==> src/rtl/sdram_fb_arbiter.sv <==
// sdram_fb_arbiter
//
// Shares the single SDRAM controller command port between the write path
// (window pixels gathered in a write FIFO) and the read path (HDMI read FIFO).
// It also sequences the triple-buffered frame store, so the display never
// reads the bank that is currently being written.
//
// Ports:
//   clk, rstn       clock; asynchronous active-low reset
//   wr_frame_start  pulse: first window pixel of a new frame
//   wr_fifo_level   words waiting in the write FIFO
//   rd_frame_start  pulse: display vsync
//   rd_fifo_level   words held in the read FIFO
//   cmd_valid/ready command handshake toward the SDRAM controller
//   cmd_we          1 = write burst, 0 = read burst
//   cmd_addr        burst start word address (bank*BANK_STRIDE + offset)
//   cmd_len         burst length, 1..BURST_LEN
//   cmd_done        pulse: the accepted burst has finished
//   wr_bank         bank being written
//   rd_bank         bank being displayed
//   frame_valid     at least one complete frame is stored
//
// Optional build macro SDRAM_ARB_STAT_EN adds the saturating counters
// stat_wr_frames, stat_rd_repeats and stat_urgent.

module sdram_fb_arbiter #(
    parameter int unsigned BURST_LEN     = 256,
    parameter int unsigned FRAME_WORDS   = 307200,
    parameter int unsigned BANK_STRIDE   = 32'h0008_0000,
    parameter int unsigned ADDR_W        = 24,
    parameter int unsigned FIFO_AW       = 10,
    parameter int unsigned RD_FIFO_DEPTH = 1024,
    parameter int unsigned RD_URGENT     = 128
) (
    input  logic              clk,
    input  logic              rstn,
    input  logic              wr_frame_start,
    input  logic [FIFO_AW:0]  wr_fifo_level,
    input  logic              rd_frame_start,
    input  logic [FIFO_AW:0]  rd_fifo_level,
    output logic              cmd_valid,
    input  logic              cmd_ready,
    output logic              cmd_we,
    output logic [ADDR_W-1:0] cmd_addr,
    output logic [8:0]        cmd_len,
    input  logic              cmd_done,
    output logic [1:0]        wr_bank,
    output logic [1:0]        rd_bank,
    output logic              frame_valid
`ifdef SDRAM_ARB_STAT_EN
    ,
    output logic [15:0]       stat_wr_frames,
    output logic [15:0]       stat_rd_repeats,
    output logic [15:0]       stat_urgent
`endif
);

    localparam int unsigned OFF_W = $clog2(FRAME_WORDS + 1);

    typedef enum logic [1:0] {StIdle, StReq, StWait} state_t;

    state_t            state_q, state_d;
    logic              cmd_we_q, cmd_we_d;
    logic [ADDR_W-1:0] cmd_addr_q, cmd_addr_d;
    logic [8:0]        cmd_len_q, cmd_len_d;
    logic [1:0]        wr_bank_q, wr_bank_d;
    logic [1:0]        rd_bank_q, rd_bank_d;
    logic [1:0]        last_full_q, last_full_d;
    logic              frame_valid_q, frame_valid_d;
    logic [OFF_W-1:0]  wr_off_q, wr_off_d;
    logic [OFF_W-1:0]  rd_off_q, rd_off_d;
    logic              rd_busy_q, rd_busy_d;
    // Writer is armed by wr_frame_start and parks after a full frame.
    logic              wr_active_q, wr_active_d;
    // 1 = last completed burst was a write.
    logic              last_grant_q, last_grant_d;
    logic              wr_pend_q, wr_pend_d;
    logic              rd_pend_q, rd_pend_d;

    int unsigned       wlen, rlen;
    logic              wr_elig, rd_elig, rd_urgent_lvl, grant_rd;

    // Lowest-index bank that is neither the stored frame nor the displayed one.
    function automatic logic [1:0] pick_wr_bank(input logic [1:0] full, input logic [1:0] rd);
        logic [1:0] b;
        b = 2'd2;
        for (int i = 2; i >= 0; i--) begin
            if (2'(i) != full && 2'(i) != rd) b = 2'(i);
        end
        return b;
    endfunction

    function automatic logic [ADDR_W-1:0] bank_addr(input logic [1:0] bank,
                                                    input logic [OFF_W-1:0] off);
        return ADDR_W'(bank) * ADDR_W'(BANK_STRIDE) + ADDR_W'(off);
    endfunction

    always_comb begin
        state_d       = state_q;
        cmd_we_d      = cmd_we_q;
        cmd_addr_d    = cmd_addr_q;
        cmd_len_d     = cmd_len_q;
        wr_bank_d     = wr_bank_q;
        rd_bank_d     = rd_bank_q;
        last_full_d   = last_full_q;
        frame_valid_d = frame_valid_q;
        wr_off_d      = wr_off_q;
        rd_off_d      = rd_off_q;
        rd_busy_d     = rd_busy_q;
        wr_active_d   = wr_active_q;
        last_grant_d  = last_grant_q;
        wr_pend_d     = wr_pend_q | wr_frame_start;
        rd_pend_d     = rd_pend_q | rd_frame_start;
        wlen          = 0;
        rlen          = 0;
        wr_elig       = 1'b0;
        rd_elig       = 1'b0;
        rd_urgent_lvl = 32'(rd_fifo_level) < RD_URGENT;
        grant_rd      = 1'b0;

        unique case (state_q)
            StIdle: begin
                // Completion bookkeeping precedes any start applied this cycle.
                if (wr_active_q && 32'(wr_off_q) == FRAME_WORDS) begin
                    last_full_d   = wr_bank_q;
                    frame_valid_d = 1'b1;
                    wr_off_d      = '0;
                    wr_active_d   = 1'b0;
                    wr_bank_d     = pick_wr_bank(wr_bank_q, rd_bank_q);
                end
                if (rd_busy_q && 32'(rd_off_q) == FRAME_WORDS) begin
                    rd_busy_d = 1'b0;
                end
                if (wr_pend_d) begin
                    wr_pend_d   = 1'b0;
                    wr_off_d    = '0;
                    wr_active_d = 1'b1;
                end
                if (rd_pend_d) begin
                    rd_pend_d = 1'b0;
                    if (frame_valid_d) begin
                        rd_bank_d = last_full_d;
                        rd_off_d  = '0;
                        rd_busy_d = 1'b1;
                    end
                end

                // Eligibility is judged on the bookkeeping just applied.
                if (wr_active_d) begin
                    wlen = FRAME_WORDS - 32'(wr_off_d);
                    if (wlen > BURST_LEN) wlen = BURST_LEN;
                    wr_elig = 32'(wr_fifo_level) >= wlen;
                end
                if (rd_busy_d) begin
                    rlen = FRAME_WORDS - 32'(rd_off_d);
                    if (rlen > BURST_LEN) rlen = BURST_LEN;
                    rd_elig = 32'(rd_fifo_level) + rlen <= RD_FIFO_DEPTH;
                end

                if (wr_elig && rd_elig) begin
                    grant_rd = rd_urgent_lvl || last_grant_q;
                end else begin
                    grant_rd = rd_elig;
                end

                if (wr_elig || rd_elig) begin
                    state_d = StReq;
                    if (grant_rd) begin
                        cmd_we_d   = 1'b0;
                        cmd_addr_d = bank_addr(rd_bank_d, rd_off_d);
                        cmd_len_d  = 9'(rlen);
                    end else begin
                        cmd_we_d   = 1'b1;
                        cmd_addr_d = bank_addr(wr_bank_d, wr_off_d);
                        cmd_len_d  = 9'(wlen);
                    end
                end
            end

            StReq: begin
                if (cmd_ready) state_d = StWait;
            end

            StWait: begin
                if (cmd_done) begin
                    if (cmd_we_q) wr_off_d = wr_off_q + OFF_W'(cmd_len_q);
                    else          rd_off_d = rd_off_q + OFF_W'(cmd_len_q);
                    last_grant_d = cmd_we_q;
                    state_d      = StIdle;
                end
            end

            default: state_d = StIdle;
        endcase
    end

    always_ff @(posedge clk or negedge rstn) begin
        if (!rstn) begin
            state_q       <= StIdle;
            cmd_we_q      <= 1'b0;
            cmd_addr_q    <= '0;
            cmd_len_q     <= '0;
            wr_bank_q     <= '0;
            rd_bank_q     <= '0;
            last_full_q   <= '0;
            frame_valid_q <= 1'b0;
            wr_off_q      <= '0;
            rd_off_q      <= '0;
            rd_busy_q     <= 1'b0;
            wr_active_q   <= 1'b0;
            last_grant_q  <= 1'b0;
            wr_pend_q     <= 1'b0;
            rd_pend_q     <= 1'b0;
        end else begin
            state_q       <= state_d;
            cmd_we_q      <= cmd_we_d;
            cmd_addr_q    <= cmd_addr_d;
            cmd_len_q     <= cmd_len_d;
            wr_bank_q     <= wr_bank_d;
            rd_bank_q     <= rd_bank_d;
            last_full_q   <= last_full_d;
            frame_valid_q <= frame_valid_d;
            wr_off_q      <= wr_off_d;
            rd_off_q      <= rd_off_d;
            rd_busy_q     <= rd_busy_d;
            wr_active_q   <= wr_active_d;
            last_grant_q  <= last_grant_d;
            wr_pend_q     <= wr_pend_d;
            rd_pend_q     <= rd_pend_d;
        end
    end

    // Decoded from the state register so reset drops the request at once.
    assign cmd_valid   = (state_q == StReq);
    assign cmd_we      = cmd_we_q;
    assign cmd_addr    = cmd_addr_q;
    assign cmd_len     = cmd_len_q;
    assign wr_bank     = wr_bank_q;
    assign rd_bank     = rd_bank_q;
    assign frame_valid = frame_valid_q;

`ifdef SDRAM_ARB_STAT_EN
    logic [15:0] stat_wr_frames_q, stat_rd_repeats_q, stat_urgent_q;
    logic        rd_shown_q;
    logic        wr_frame_evt, rd_apply_evt, rd_repeat_evt, urgent_evt;

    always_comb begin
        wr_frame_evt  = (state_q == StIdle) && wr_active_q && 32'(wr_off_q) == FRAME_WORDS;
        rd_apply_evt  = (state_q == StIdle) && (rd_pend_q | rd_frame_start) && frame_valid_d;
        rd_repeat_evt = rd_apply_evt && rd_shown_q && (last_full_d == rd_bank_q);
        urgent_evt    = (state_q == StIdle) && wr_elig && rd_elig && rd_urgent_lvl;
    end

    always_ff @(posedge clk or negedge rstn) begin
        if (!rstn) begin
            stat_wr_frames_q  <= '0;
            stat_rd_repeats_q <= '0;
            stat_urgent_q     <= '0;
            rd_shown_q        <= 1'b0;
        end else begin
            if (wr_frame_evt && stat_wr_frames_q != 16'hFFFF) begin
                stat_wr_frames_q <= stat_wr_frames_q + 16'd1;
            end
            if (rd_repeat_evt && stat_rd_repeats_q != 16'hFFFF) begin
                stat_rd_repeats_q <= stat_rd_repeats_q + 16'd1;
            end
            if (urgent_evt && stat_urgent_q != 16'hFFFF) begin
                stat_urgent_q <= stat_urgent_q + 16'd1;
            end
            if (rd_apply_evt) rd_shown_q <= 1'b1;
        end
    end

    assign stat_wr_frames  = stat_wr_frames_q;
    assign stat_rd_repeats = stat_rd_repeats_q;
    assign stat_urgent     = stat_urgent_q;
`endif

endmodule

==> config.mk <==
export PLATFORM = sky130hd
export DESIGN_NAME = sdram_fb_arbiter
export DESIGN_NICKNAME = d
export VERILOG_FILES = /design/src/rtl/sdram_fb_arbiter.sv
export SDC_FILE = /design/constraint.sdc
export NUM_CORES = 1
export LEC_CHECK = 0
export CAP_MARGIN = 10
export CORE_MARGIN = 4
export CORE_UTILIZATION = 65
export DETAILED_ROUTE_END_ITERATION = 10
export DONT_BUFFER_PORTS = 1
export PLACE_DENSITY = 0.87
export SETUP_SLACK_MARGIN = 0.15
export SYNTH_ARGS = -nofsm -noshare
export SYNTH_HDL_FRONTEND = slang
export SYNTH_SLANG_ARGS = --single-unit
==> constraint.sdc <==
create_clock -name clk -period 15.49 [get_ports clk]
set_input_delay 0.7745 -clock clk [delete_from_list [all_inputs] [get_ports clk]]
set_output_delay 0.7745 -clock clk [all_outputs]
set_load 0.03 [all_outputs]
==> flow_summary_export.csv <==
group,metric,value,unit
status,status,"finished, final reports clean",
finish,final_net_count,884,
synth,synth_most_common_cell,"dfrtp_1",
global_route,grtUsageMet1,42.7,%
timing,finalCritPeriodShare,47.0,%
global_route,grt_use_met3,7.86,%
synth,yosysSeqAreaShare,30.1,%
global_route,grt_pass1_wl,32000,um
pwr,power.share.combinational,38.3,%
clock_network,path_clk_slew,0.10,ns
finish,drive_gt1_share,6.03,%
detailed_routing,routed_via_density,6.95,
synth,async_flop_share,100,%
setup_path,cp-start-kind,"register",
detailed_routing,num_vias,6597,
finish,stdcell_area,7100,sq um
clock_network,cts_buffer_depth,2,
clock_network,clock-sinks,83,
floorplan,die_area,12300,sq um
synth,synthFlopType,"dfrtp_1",
floorplan,coreArea,10300,sq um
clock_network,clockRootBuffer,"clkbuf_8",
detailed_routing,ant_nets,0,
synth,yosys-top-cells-area,"dfrtp_1, ha_1, nand2_1",
timing,hold_violations,0,
setup_path,critical_path.max_fanout,55,
timing,tightest_slew,1.07,ns
timing,maxSlewViolCount,0,
timing,relSlewSlack,27.9,%
timing,skew,0.0225,ns
min_path,hp-class,"in -> async",
synth,synth_common_cells,"dfrtp_1, nand2_1, nor2_1",
floorplan,die_x,111,um
synth,yosys.area.top_type,"dfrtp_1",
place,preCtsSetupSlack,8.35,ns
pwr,peakVddDrop,81.7,uV
pwr,power_leakage,3.03,nW
global_route,overflow,0,
clock_network,h-tree-depth,3,
detailed_routing,drt-total-wl,19800,um
synth,synth-edff-count,0,
floorplan,die_h,111,um
pwr,p_per_area,131,nW/um^2
timing,fmax,137,MHz
global_route,antenna_found_initial,0,
global_route,grt_max_degree,84,
synth,yosys_warnings,0,
synth,syn-cell-area,6900,sq um
floorplan,rows,37,
finish,fin_util,68.8,%
clock_network,cts_tree,"yes",
clock_network,postCtsHoldBufs,0,
setup_path,worstSetupPathType,"reg -> reg",
synth,synth_cells,843,
detailed_routing,drtIter0Drc,801,
synth,synth.distinct_cells,83,
place,dp_hpwl,14900,um
global_route,grtUsageMet2,50.0,%
floorplan,start_util,66.8,%
timing,finalWorstSetupSlack,8.21,ns
clock_network,clkLatencyLatePin,0.38,ns
detailed_routing,drt_pre_antenna_iters,7,
clock_network,postCtsSetupBuffers,0,
place,dp.cells,934,
pwr,intPower,480,uW
synth,ys_ff_latch,83,
finish,fin_cells,949,
pwr,sw_frac_of_total,48.5,%
timing,tns,0,ns
timing,grt_setup_unrepaired,"false",
place,placed_cell_area,6880,sq um
timing,layout_min_cycle_time,7.28,ns
floorplan,pin_count,68,
timing,setup_violations,0,
pwr,report.power.total,933,uW
global_route,gr-max-usage-layer,"met2",
pwr,p_clk_share,19.3,%
clock_network,cts_inserted_buffers,9,
timing,hold-worst-slack,0.0736,ns
setup_path,arrival,7.59,ns
setup_path,critical_path_required,15.79,ns
synth,avgSynthCellArea,8.19,sq um
place,port_buffers,0,
pwr,p_seq_share,42.4,%
pwr,switching_power,453,uW
synth,yosysTopAreaCellShare,30.1,%
run,drv_cap,0,
place,gp_congestion,1.02,
finish,diodes,0,
global_route,grt_usage,31.6,%
setup_path,crit_path_end_kind,"register",
detailed_routing,wire_per_inst,20.9,um
clock_network,cts-resized-gates,0,
detailed_routing,drc,0,
finish,area_delta_synth_final,2.86,%
global_route,grt_pass1_vias,6234,
[logic make-up after synthesis]
family	share of synthesized area [%]
multiplexers	2.88
XOR/XNOR	2.67
AO/OA/AOI/OAI	25.0
buffers and inverters	5.31
AND/OR/NAND/NOR	25.1
adder cells (fa/ha/maj)	8.85
flip-flops	30.1
other	0.109
[layout by cell type, fill, tap and decap left out, drive strengths merged, types with 8 or more instances in the layout]
master  Yosys  layout
dfrtp      83      83
nand2      82      82
nor2       78      78
o21ai      58      58
a21oi      55      55
nand3      46      46
ha         44      44
inv        28      29
a31oi      27      27
nor2b      21      21
nor3       20      20
xnor2      14      14
nor4       14      14
a22o       13      13
mux2i      12      12
and2       11      11
or3        11      11
a21o       11      11
and3       10      10
o31ai      10      10
clkbuf     34      10
nand4      10      10
nand2b      8       8
[state kept, by name, indices dropped and copies added, names as in the netlist, 2 cells and up]
name / flops
wr_bank: 2
wr_off_q: 19
state_q: 2
cmd_addr: 21
last_full_q: 2
rd_off_q: 19
cmd_len: 9
rd_bank: 2
[critical path: stages, from the launching register on]
cell and delay (ns):
dfrtp_1 0.51, nor3_2 0.49, and3_1 0.47, a21oi_2 0.14
nand2_1 0.19, ha_1 0.38, nand4b_1 0.16, xor2_1 0.18
a2111oi_0 0.39, and4_1 0.24, o2111a_1 0.31, nand2_1 0.19
nor2_1 0.17, ha_1 0.20, inv_1 0.06, fa_1 0.39
xnor2_1 0.14, a2111oi_0 0.49, o2111ai_1 0.20, nor4_1 0.33
nand4_1 0.21, a211oi_4 0.23, buf_4 0.49, and3_1 0.39
a21oi_1 0.12, o21ai_1 0.11
[power groups by stage]
| stage | logic (mW) | clock network [mW] | registers [mW] |
|---|---|---|---|
| global placement | 0.336 | 0 | 0.394 |
| detailed placement | 0.346 | 0 | 0.398 |
| global route | 0.396 | 0.190 | 0.403 |
| CTS | 0.349 | 0.180 | 0.394 |
| finish | 0.357 | 0.180 | 0.396 |
| floorplan | 0.301 | 0 | 0.355 |
[final timing paths]
| path | from | end | slack [ns] | depth (start not counted) |
|---|---|---|---|---|
| max | wr_off_q[3]$_DFFE_PN0P_ | cmd_len[4]$_DFFE_PN0P_ | 8.21 | 25 |
| min | rstn | wr_off_q[1]$_DFFE_PN0P_ | 0.07 | 0 |
| max reg2reg | wr_off_q[3]$_DFFE_PN0P_ | cmd_len[4]$_DFFE_PN0P_ | 8.21 | 25 |
| min reg2reg | rd_busy_q$_DFFE_PN0N_ | rd_busy_q$_DFFE_PN0N_ | 0.53 | 2 |
| max in group asynchronous | rstn | rd_off_q[9]$_DFFE_PN0P_ | 15.27 | 0 |
| min in group clk | cmd_done | state_q[1]$_DFFE_PN0P_ | 0.48 | 1 |
[cell type report]
cell class	count	area [sq um]
Clock buffer	10	138
Clock inverter	5	85.1
Tap cell	136	170
Fill cell	801	3230
Multi-Input combinational cell	681	4480
Timing Repair Buffer	5	37.5
Inverter	29	109
Sequential cell	83	2080
[metal layers]
metal	part of all wire, %	vias to the layer above
met2	47	360
met1	41	3155
li1	-	3044
met3	9.6	38
met4	2.5	0
met5	0	-
Power figures use the tool's default switching activity.
